===== config.mk =====
export PLATFORM = sky130hd
export DESIGN_NAME = approx_err_monitor_flat
export DESIGN_NICKNAME = d
export VERILOG_FILES = /design/src/rtl/approx_err_monitor_if.sv /design/src/rtl/approx_err_monitor.sv /design/src/flat_wrapper.sv
export SDC_FILE = /design/constraint.sdc
export NUM_CORES = 1
export LEC_CHECK = 0
export ABC_AREA = 1
export CAP_MARGIN = 20
export CORE_ASPECT_RATIO = 0.5
export CORE_UTILIZATION = 50
export CTS_CLUSTER_DIAMETER = 150
export DETAILED_ROUTE_END_ITERATION = 6
export HOLD_SLACK_MARGIN = 0.12
export MAX_ROUTING_LAYER = met4
export PLACE_DENSITY_LB_ADDON = 0.08
export RECOVER_POWER = 25
export SETUP_SLACK_MARGIN = 0.15
export SLEW_MARGIN = 40
export SYNTH_ARGS = -nofsm -noshare
export SYNTH_HDL_FRONTEND = slang
export SYNTH_SLANG_ARGS = --single-unit

===== constraint.sdc =====
create_clock -name clk -period 5.9 [get_ports clk]
set_input_delay 1.18 -clock clk [delete_from_list [all_inputs] [get_ports clk]]
set_output_delay 1.18 -clock clk [all_outputs]
set_load 0.03 [all_outputs]

===== src/rtl/approx_err_monitor_if.sv =====
// -----------------------------------------------------------------------------
// approx_err_monitor_if
// Sample-pair stream carrying one approximate word and its exact reference
// word into the error monitor.
//
// Signals:
//   in_valid  producer -> monitor   sample pair valid
//   in_ready  monitor  -> producer  monitor accepts a pair this cycle
//   approx    producer -> monitor   approximate partition output word (W bits)
//   exact     producer -> monitor   exact reference output word (W bits)
//
// Modports:
//   master  producer side (eval harness / testbench)
//   slave   monitor side
// -----------------------------------------------------------------------------
interface approx_err_monitor_if #(
    parameter int W = 13
) ();
    logic         in_valid;
    logic         in_ready;
    logic [W-1:0] approx;
    logic [W-1:0] exact;

    modport master (
        output in_valid,
        output approx,
        output exact,
        input  in_ready
    );

    modport slave (
        input  in_valid,
        input  approx,
        input  exact,
        output in_ready
    );
endinterface


===== src/rtl/approx_err_monitor.sv =====
// -----------------------------------------------------------------------------
// approx_err_monitor
// QoR stage for an approximated multiplier partition. For every accepted
// (approx, exact) pair it accumulates, over a fixed run of N_SAMPLES pairs:
//   err_cnt  number of pairs with approx != exact
//   sad      saturating sum of |approx - exact|
//   max_ed   largest |approx - exact| seen
//   sq_sum   saturating sum of (approx - exact)^2 (only with SQERR_EN)
//
// Optional feature macro:
//   SQERR_EN  defined   -> squared-error accumulator present
//             undefined -> no multiplier/register, sq_sum tied to 0
//
// Ports:
//   clk      in   clock, rising edge
//   rst      in   synchronous active-high reset
//   start    in   pulse; clears stats and starts a run (IDLE/DONE only)
//   in_bus   slave modport of approx_err_monitor_if (in_valid/in_ready/approx/exact)
//   busy     out  high in RUN or DRAIN
//   done     out  high in DONE; stats final and stable
//   err_cnt  out  mismatch count
//   sad      out  sum of absolute error (saturating)
//   max_ed   out  maximum absolute error
//   sq_sum   out  sum of squared error (saturating)
//
// Latency: a pair accepted on edge t is captured on t, its |error| is
// registered on t+1 and folded into the stats on t+2. DRAIN lasts two
// cycles, so done rises on the same edge the last pair retires.
// -----------------------------------------------------------------------------
module approx_err_monitor #(
    parameter int W         = 13,
    parameter int N_SAMPLES = 2048,
    parameter int CNT_W     = 16,
    parameter int SUM_W     = 32
) (
    input  logic                     clk,
    input  logic                     rst,
    input  logic                     start,
    approx_err_monitor_if.slave      in_bus,
    output logic                     busy,
    output logic                     done,
    output logic [CNT_W-1:0]         err_cnt,
    output logic [SUM_W-1:0]         sad,
    output logic [W-1:0]             max_ed,
    output logic [SUM_W-1:0]         sq_sum
);

    localparam int SMP_W = $clog2(N_SAMPLES + 1);

    typedef enum logic [1:0] {
        ST_IDLE  = 2'd0,
        ST_RUN   = 2'd1,
        ST_DRAIN = 2'd2,
        ST_DONE  = 2'd3
    } state_t;

    // ---------------------------------------------------------------- control
    state_t             state_q;
    logic               in_ready_q;
    logic               busy_q;
    logic               done_q;
    logic               drain_q;
    logic [SMP_W-1:0]   smp_cnt_q;

    logic accept;
    logic run_start;

    // in_ready comes straight from a register, so there is no path from
    // in_valid back to in_ready.
    assign accept    = in_bus.in_valid & in_ready_q;
    assign run_start = start & ((state_q == ST_IDLE) | (state_q == ST_DONE));

    always_ff @(posedge clk) begin
        if (rst) begin
            state_q    <= ST_IDLE;
            in_ready_q <= 1'b0;
            busy_q     <= 1'b0;
            done_q     <= 1'b0;
            drain_q    <= 1'b0;
            smp_cnt_q  <= '0;
        end else begin
            case (state_q)
                ST_IDLE, ST_DONE: begin
                    if (run_start) begin
                        state_q    <= ST_RUN;
                        in_ready_q <= 1'b1;
                        busy_q     <= 1'b1;
                        done_q     <= 1'b0;
                        smp_cnt_q  <= '0;
                    end
                end
                ST_RUN: begin
                    if (accept) begin
                        smp_cnt_q <= smp_cnt_q + 1'b1;
                        if (smp_cnt_q == SMP_W'(N_SAMPLES - 1)) begin
                            state_q    <= ST_DRAIN;
                            in_ready_q <= 1'b0;
                            drain_q    <= 1'b0;
                        end
                    end
                end
                ST_DRAIN: begin
                    // Two cycles: enough for the last pair to pass both stages.
                    drain_q <= 1'b1;
                    if (drain_q) begin
                        state_q <= ST_DONE;
                        busy_q  <= 1'b0;
                        done_q  <= 1'b1;
                    end
                end
                default: begin
                    state_q    <= ST_IDLE;
                    in_ready_q <= 1'b0;
                    busy_q     <= 1'b0;
                    done_q     <= 1'b0;
                end
            endcase
        end
    end

    assign in_bus.in_ready = in_ready_q;
    assign busy            = busy_q;
    assign done            = done_q;

    // --------------------------------------------------------------- pipeline
    // Capture register for the accepted pair.
    logic         s0_vld_q;
    logic [W-1:0] s0_ap_q;
    logic [W-1:0] s0_ex_q;

    // S1: absolute error and mismatch flag.
    logic         s1_vld_q;
    logic         s1_neq_q;
    logic [W-1:0] s1_ed_q;

    logic signed [W:0] diff_s;
    logic [W-1:0]      ed_abs;

    // One extra bit keeps the difference exact; magnitude always fits in W.
    assign diff_s = $signed({1'b0, s0_ap_q}) - $signed({1'b0, s0_ex_q});
    assign ed_abs = diff_s[W] ? W'(-diff_s) : diff_s[W-1:0];

    always_ff @(posedge clk) begin
        if (rst || run_start) begin
            s0_vld_q <= 1'b0;
            s0_ap_q  <= '0;
            s0_ex_q  <= '0;
            s1_vld_q <= 1'b0;
            s1_neq_q <= 1'b0;
            s1_ed_q  <= '0;
        end else begin
            s0_vld_q <= accept;
            if (accept) begin
                s0_ap_q <= in_bus.approx;
                s0_ex_q <= in_bus.exact;
            end
            s1_vld_q <= s0_vld_q;
            s1_neq_q <= s0_vld_q & (s0_ap_q != s0_ex_q);
            s1_ed_q  <= s0_vld_q ? ed_abs : '0;
        end
    end

    // ----------------------------------------------------------- S2: stats
    logic [CNT_W-1:0] err_cnt_q, err_cnt_d;
    logic [SUM_W-1:0] sad_q,     sad_d;
    logic [W-1:0]     max_ed_q,  max_ed_d;
    logic [SUM_W:0]   sad_sum;

    assign sad_sum = {1'b0, sad_q} + {{(SUM_W + 1 - W){1'b0}}, s1_ed_q};

    always_comb begin
        err_cnt_d = err_cnt_q + CNT_W'(s1_neq_q);
        // Carry out of the widened sum means the clamp value is reached.
        sad_d     = sad_sum[SUM_W] ? {SUM_W{1'b1}} : sad_sum[SUM_W-1:0];
        max_ed_d  = (s1_ed_q > max_ed_q) ? s1_ed_q : max_ed_q;
    end

    always_ff @(posedge clk) begin
        if (rst || run_start) begin
            err_cnt_q <= '0;
            sad_q     <= '0;
            max_ed_q  <= '0;
        end else if (s1_vld_q) begin
            err_cnt_q <= err_cnt_d;
            sad_q     <= sad_d;
            max_ed_q  <= max_ed_d;
        end
    end

    assign err_cnt = err_cnt_q;
    assign sad     = sad_q;
    assign max_ed  = max_ed_q;

`ifdef SQERR_EN
    // Squared error: the product is zero-extended or clamped to SUM_W by
    // doing the add in a width that holds both operands, then clamping.
    localparam int SQ_W = (2 * W > SUM_W) ? 2 * W : SUM_W;
    localparam logic [SQ_W:0] SQ_LIM = (SQ_W + 1)'({SUM_W{1'b1}});

    logic [SUM_W-1:0] sq_sum_q, sq_sum_d;
    logic [2*W-1:0]   sq_prod;
    logic [SQ_W:0]    sq_full;

    assign sq_prod = s1_ed_q * s1_ed_q;
    assign sq_full = (SQ_W + 1)'(sq_sum_q) + (SQ_W + 1)'(sq_prod);

    always_comb begin
        sq_sum_d = (sq_full > SQ_LIM) ? {SUM_W{1'b1}} : sq_full[SUM_W-1:0];
    end

    always_ff @(posedge clk) begin
        if (rst || run_start) begin
            sq_sum_q <= '0;
        end else if (s1_vld_q) begin
            sq_sum_q <= sq_sum_d;
        end
    end

    assign sq_sum = sq_sum_q;
`else
    assign sq_sum = '0;
`endif

endmodule


===== src/flat_wrapper.sv =====
// flat-port wrapper written by rule: the top's interface ports become plain ports
module approx_err_monitor_flat 
#(
    parameter int W         = 13,
    parameter int N_SAMPLES = 2048,
    parameter int CNT_W     = 16,
    parameter int SUM_W     = 32
)
  (clk, rst, start, busy, done, err_cnt, sad, max_ed, sq_sum, in_bus_in_valid, in_bus_approx, in_bus_exact, in_bus_in_ready);
  approx_err_monitor_if #(.W(W)) in_bus_i ();
  input  logic clk;
  input  logic rst;
  input  logic start;
  output logic busy;
  output logic done;
  output logic [CNT_W-1:0] err_cnt;
  output logic [SUM_W-1:0] sad;
  output logic [W-1:0] max_ed;
  output logic [SUM_W-1:0] sq_sum;
  input wire logic [$bits(in_bus_i.in_valid)-1:0] in_bus_in_valid;
  input wire logic [$bits(in_bus_i.approx)-1:0] in_bus_approx;
  input wire logic [$bits(in_bus_i.exact)-1:0] in_bus_exact;
  output wire logic [$bits(in_bus_i.in_ready)-1:0] in_bus_in_ready;
  assign in_bus_i.in_valid = in_bus_in_valid;
  assign in_bus_i.approx = in_bus_approx;
  assign in_bus_i.exact = in_bus_exact;
  assign in_bus_in_ready = in_bus_i.in_ready;
  approx_err_monitor #(.W(W), .N_SAMPLES(N_SAMPLES), .CNT_W(CNT_W), .SUM_W(SUM_W)) u_core (.clk(clk), .rst(rst), .start(start), .in_bus(in_bus_i), .busy(busy), .done(done), .err_cnt(err_cnt), .sad(sad), .max_ed(max_ed), .sq_sum(sq_sum));
endmodule

==> results.md, run 1 <==
* Antenna-violating nets left at 0
* Drt via density at 5.036
* GRT Overall Usage at 24.09%
* Multi-input logic area at 3930 um2
* Insertion delay to the later sink of the worst-skew pair at 420 ps
* Register area at 2422 um2
* Clock share of power at 34.0%
* Final Max Tran Viols at 43
* CP max FO at 42
* Leakage power at 3.784 nW
* Worst Setup End Kind: flip-flop
* Peak supply drop at 0.0001803 V
* Routed wire length per instance at 12.41 um
* Die Y at 86.43 um
* Yosys reg bits at 121
* Yosys top cell by area: dfxtp_1
* Via count at 6678
* Arr. time, crit path at 4060 ps
* Reg2Reg Depth at 10
* Minimum clock period at 3747 ps
* Internal power at 0.001951 W
* Placer Congestion at 0.9153
* Setup violations, final at 0
* # Max-Cap Violations at 1
* DIE WIDTH at 170.9 um
* Postcts setup bufs at 0
* Hold Path Class: flip-flop to flip-flop
* DIE AREA at 14770 um2
* H-Tree Depth at 4
* Crit-path max cell delay at 1140 ps
* Nets at 1199
* Worst-margin pin slew at 1589 ps
* Crit path kind: input pin to flip-flop
* Diode count at 0
* Place WS at 2467 ps
* CP required at 6210 ps
* Final core occ at 63.31%
* Synthesized area per cell at 6.927 um2
* WL met1 at 8.275 mm
* Switch share at 39.41%
* Routed wire length at 16.45 mm
* Number of synthesis warnings at 0
* R2r setup slk at 2990 ps
* Iteration count of the initial detailed-routing pass at 5
* Hold WS at 458.2 ps
* FMAX at 266.9 MHz
* Clk sinks at 121
* Failing checks: capacitance limit, slew limit
* Power density over the cells at 370.2 nW/um2
* Core ar. at 13740 um2
* Synth async-reset ratio at 0%
* Wire length on met2 at 7.189 mm
* Layout cells sized above 1 at 6.085%
* Synth unique cells at 48
* Max clock buf depth at 2
* Rows at 30
* Post-route worst setup slack at 2153 ps
* Layout fillers at 1279
* Post-synth top flop: dfxtp_1
* Initial antenna violation count at 0
* Crit path top cell by count: nand2_1
* TritonCTS clock tree: done
* Synthesized area at 7128 um2
* R2R Path End: u_core.s1_ed_q[5]
* Switching power at 0.001269 W
* Synth top area share at 33.98%
* CTS resizes at 0
* Post-synthesis sequential area ratio at 33.98%
* TNS Setup at 0 ps
* EDFF count, synth at 0
* Final hold vios at 0
* RSZ-0062 raised after global routing: no
* Final cell count without fillers at 1326
* Clock Skews at 10.36 ps
* Worst-path clk slew at 60 ps
* Cts-stage hold buffer count at 0
* DP Cell Count at 1294
* Crit path cell chain: dlygate4sd3_1 -> nand2_1 -> clkbuf_1 -> nand2_1 -> nand2_1 -> inv_1 -> nand2_1 -> inv_1 -> nand2_1 -> nor2_1 -> o221ai_1 -> inv_1
* Initial DRC Count at 398
* Cell count after synthesis at 1029
* Root Buffer: clkbuf_16
* Syn-to-layout area delta at 22.01%
* DPL Wire Length at 12.25 mm
* Seq pwr share at 28.0%
* DRC viols at 0
* Period utilization at 63.51%
* CTS buffer count at 17
* Gr ovfl total at 0
* Status: finished with violations
* Top area cells in the synthesized netlist: dfxtp_1 34%, nand2_1 11%, ha_1 8.1%
* Vias in the first global route at 5868
* Logic gate share of total power at 38.0%
* Initial core utilization at 51.89%
* CP Capture Point: u_core.smp_cnt_q[10]
* Relative slew slack at -5.914%
* Worst reg2reg path startpoint: u_core.state_q[0]
* Crit path from: in_bus_in_valid
* Uppermost routed layer: met4
* Crit-path slowest cell: clkbuf_1
* Io pins at 126
* I/O Buffers at 93
* First-pass GRT wire length at 27.33 mm
* Largest net degree at the start of global routing at 51
* WL met3 at 796 um
* Critical Path Source Type: input pin
metal layers:
layer | GRT usage (%) | vias to the layer above
li1 | - | 3499
met3 | 4.384 | 21
met2 | 37.81 | 166
met5 | - | -
met1 | 31.40 | 2992
met4 | 8.198 | 0
registers in the layout (all words and copies together), names as in the netlist:
signal	cells
u_core.busy	1
u_core.done	1
u_core.drain_q	1
u_core.err_cnt	16
u_core.in_bus.in_ready	1
u_core.max_ed	13
u_core.s0_ap_q	13
u_core.s0_ex_q	13
u_core.s0_vld_q	1
u_core.s1_ed_q	13
u_core.s1_neq_q	1
u_core.s1_vld_q	1
u_core.sad	32
u_core.smp_cnt_q	12
u_core.state_q	2
worst min path at each step:
stage	from	slack [ps]	cells after the start	to
after global placement	u_core.s0_ex_q[5]	440	2	u_core.s0_ex_q[5]
final	u_core.s0_ex_q[6]	460	2	u_core.s0_ex_q[6]
after CTS	u_core.s0_ex_q[6]	460	2	u_core.s0_ex_q[6]
after floorplan	u_core.s0_ap_q[0]	430	2	u_core.s0_ap_q[0]
after detailed placement	u_core.s0_ex_q[6]	450	2	u_core.s0_ex_q[6]
after global routing	u_core.s0_ex_q[8]	480	2	u_core.s0_ex_q[8]
cells in the mapped netlist (2+ instances only):
cell / instances
o211a_1: 2
nand3_1: 53
nor3b_1: 2
fa_1: 2
a21oi_1: 103
nand4_1: 17
inv_1: 134
xnor2_1: 10
nand3b_1: 4
nor3_2: 4
buf_6: 2
buf_4: 33
a31oi_1: 7
inv_2: 8
ha_1: 46
or2_1: 2
nand2_1: 215
buf_1: 3
nand2_2: 8
o21a_1: 2
nor4_1: 4
xor2_1: 10
o22ai_1: 2
dfxtp_1: 121
o21ai_0: 74
a211oi_1: 2
a21oi_2: 2
clkbuf_1: 15
nor3_1: 21
o21ai_1: 7
nor2_1: 91
nor2_2: 7
per-stage QoR:
step / power (W) / area (um2)
floorplan: 0.001897 / 7244
global placement: 0.002113 / 8100
detailed placement: 0.002123 / 8100
CTS: 0.003229 / 8716
global route: 0.003449 / 8697
finish: 0.003220 / 8697
worst max-delay path, delay by kind of cell:
family                 cells  cell delay (ps)
AOI/OAI and AO/OA          1              130
and+or+nand+nor            6              820
buffers and inverters      5             1920
cell usage in the layout (no fill, tap or decap), drive strengths merged, types with 25 or more instances in the layout:
| cell | n |
|---|---|
| a21oi | 106 |
| clkdlybuf4s50 | 91 |
| conb | 32 |
| dfxtp | 121 |
| ha | 46 |
| inv | 148 |
| nand2 | 223 |
| nand3 | 55 |
| nor2 | 98 |
| nor3 | 25 |
| o21ai | 83 |
power by group through the flow:
| stage | combinational (W) | sequential [W] | clock, W |
|---|---|---|---|
| after floorplan | 0.000963 | 0.000934 | 0 |
| after global placement | 0.00119 | 0.000918 | 0 |
| after detailed placement | 0.00120 | 0.000920 | 0 |
| after global routing | 0.00139 | 0.000909 | 0.00115 |
| after CTS | 0.00122 | 0.000902 | 0.00111 |
| final | 0.00122 | 0.000903 | 0.00109 |
cell families (layout without fill, tap and decap cells):
kind of cell    after synthesis  in the layout  synth area share [%]
buf+inv                     197            271                 12.37
flops                       121            121                 33.98
other cells                   1             32               0.05261
compound gates              206            206                 15.46
fa+ha+maj                    48             48                 8.636
xor+xnor                     20             20                 2.457
simple gates                436            436                 27.03
layout make-up:
| class | count | share of cell area (%) |
|---|---|---|
| clock buffers | 17 | 4.891 |
| well taps | 192 | 2.762 |
| flip-flops and latches | 121 | 27.85 |
| repair buffers | 96 | 10.92 |
| clock inverters | 15 | 2.187 |
| multi-input cells | 742 | 45.19 |
| inverters | 143 | 6.201 |
Note: power is estimated with default switching activity, not from simulation.
==> run 2: changes to the inputs <==
clock period = 3.6 ns   (was 5.9 ns; I/O delays follow)
==> run 2 against run 1 <==
The run now ends clean. Cell count did not move. Critical path type unchanged. Non-clock buffer count stayed put. Die area did not move. Setup slack worse by 1200 ps. Critical path depth decreased by 6. Register-to-register slack worse by 2000 ps. Core utilization increased by 0.27 points. Highest routed layer unchanged. Routed wire length grew 0.51%. First-iteration DRC count shrank 17%.
==> results.md, run 2 (synthesis results as in run 1) <==
* Status: complete, no violations
* CTS resizes at 0
* Antenna-violating nets left at 0
* Logic gate share of total power at 37.5%
* Period utilization at 73.42%
* Internal power at 0.003297 W
* Clock share of power at 34.8%
* Largest net degree at the start of global routing at 50
* Clk sinks at 121
* Hold Path Class: flip-flop to flip-flop
* Routed wire length per instance at 12.47 um
* Initial core utilization at 51.89%
* Nets at 1199
* CP bufs+invs at 2
* Clock Skews at 12.62 ps
* Crit-path slowest cell: nor2_1
* Syn-to-layout area delta at 22.54%
* Vias in the first global route at 5900
* Final Max Tran Viols at 0
* Die Y at 86.43 um
* Worst Setup End Kind: flip-flop
* Root Buffer: clkbuf_16
* Crit path cell chain: clkdlybuf4s50_1 -> nor2_1 -> nand2_1 -> inv_1 -> o21ai_0 -> a21oi_1
* Power density over the cells at 612.2 nW/um2
* Critical Path Source Type: input pin
* Final hold vios at 0
* DIE AREA at 14770 um2
* # Max-Cap Violations at 0
* Setup violations, final at 0
* Hold EP: u_core.s0_ex_q[7]
* Rows at 30
* Cts-stage hold buffer count at 0
* H-Tree Depth at 4
* Worst reg2reg path startpoint: u_core.state_q[0]
* Worst-margin pin slew at 924.6 ps
* Seq pwr share at 27.7%
* Gr ovfl total at 0
* Max clock buf depth at 2
* I/O Buffers at 93
* Insertion delay to the later sink of the worst-skew pair at 420 ps
* Switch share at 38.34%
* Hold Path Origin: u_core.s0_ex_q[7]
* Core ar. at 13740 um2
* Placer Congestion at 0.9412
* GRT Overall Usage at 24.04%
* Drt via density at 5.054
* Reg2Reg Depth at 9
* Multi-input logic area at 3935 um2
* Postcts setup bufs at 0
* CP max FO at 14
* DPL Wire Length at 12.60 mm
* DRC viols at 0
* Register area at 2422 um2
* Commonest cells after routing, fill and taps aside: 215 x nand2_1, 134 x inv_1, 121 x dfxtp_1
* Arr. time, crit path at 2990 ps
* Post-route worst setup slack at 956.9 ps
* First-pass GRT wire length at 27.25 mm
* R2r setup slk at 980 ps
* R2R Path End: u_core.s1_ed_q[5]
* Routed wire length at 16.54 mm
* Crit-path max cell delay at 760 ps
* Place WS at 1049 ps
* RSZ-0062 raised after global routing: no
* Worst-path clk slew at 60 ps
* Initial DRC Count at 329
* Crit path kind: input pin to flip-flop
* Initial antenna violation count at 0
* FMAX at 378.3 MHz
* Leakage power at 3.801 nW
* Layout cells sized above 1 at 6.349%
* Switching power at 0.002050 W
* Peak supply drop at 0.0003524 V
* Most common cell after layout, fill and taps aside: nand2_1
* Diode count at 0
* TritonCTS clock tree: done
* CP required at 3940 ps
* CTS buffer count at 17
* Layout fillers at 1273
* Via count at 6701
* DIE WIDTH at 170.9 um
* Iteration count of the initial detailed-routing pass at 7
* Top delay family on crit path: simple AND/OR/NAND/NOR gates
* Hold path cells at 2
* Relative slew slack at 38.13%
* Io pins at 126
* Largest register FFs at 32
* Hold WS at 459.8 ps
* Minimum clock period at 2643 ps
* TNS Setup at 0 ps
## run 2: final cells by class
type | instances | share of cell area [%]
timing repair buffer | 96 | 10.92
multi-input combinational | 742 | 45.05
clock inverter | 13 | 2.192
clock buffer | 19 | 5.185
tap | 192 | 2.750
inverter | 143 | 6.174
sequential | 121 | 27.73
## run 2: how the worst max path moves through the flow
stage / startpoint / to / slack (ps) / depth (start not counted)
after floorplan: u_core.sad[0] / u_core.sad[9] / 1350 / 11
after global placement: rst / u_core.s1_ed_q[1] / 1090 / 6
after detailed placement: rst / u_core.err_cnt[5] / 1050 / 5
after CTS: u_core.sad[0] / u_core.sad[9] / 1220 / 11
after global routing: u_core.state_q[0] / u_core.s1_ed_q[5] / 680 / 9
final: rst / u_core.s1_ed_q[5] / 960 / 6
## run 2: worst reg2reg max path, cell delays in order (launching register included)
cell	delay, ps
dfxtp_1	360
inv_1	70
ha_1	320
nand2_1	90
inv_1	40
nor2_1	690
nand2_1	450
inv_1	280
o21ai_0	120
a21oi_1	130
## run 2: power by group through the flow
stage	sequential (W)	clock, W	combinational (W)
after global placement	0.00151	0	0.00193
after global routing	0.00149	0.00194	0.00227
after floorplan	0.00153	0	0.00158
after detailed placement	0.00151	0	0.00198
after CTS	0.00148	0.00188	0.00199
final	0.00148	0.00186	0.00201
## run 2: stage by stage
stage | util, % | cell area, um2 | total power (W) | std cells
2_1_floorplan | - | 7244 | 0.003108 | 1060
3_3_place_gp | 58.96 | 8100 | 0.003436 | 1294
3_5_place_dp | 58.96 | 8100 | 0.003485 | 1294
4_1_cts | 63.65 | 8745 | 0.005356 | 1326
5_1_grt | 63.58 | 8735 | 0.005703 | 1326
6_report | 63.58 | 8735 | 0.005347 | 1326
## run 2: layer usage
metal,GRT usage [%],part of all wire [%],up-vias
li1,-,-,3493
met2,38.14,43,161
met1,31.40,51,3026
met5,-,0,-
met4,5.763,1.1,0
met3,5.160,4.9,21
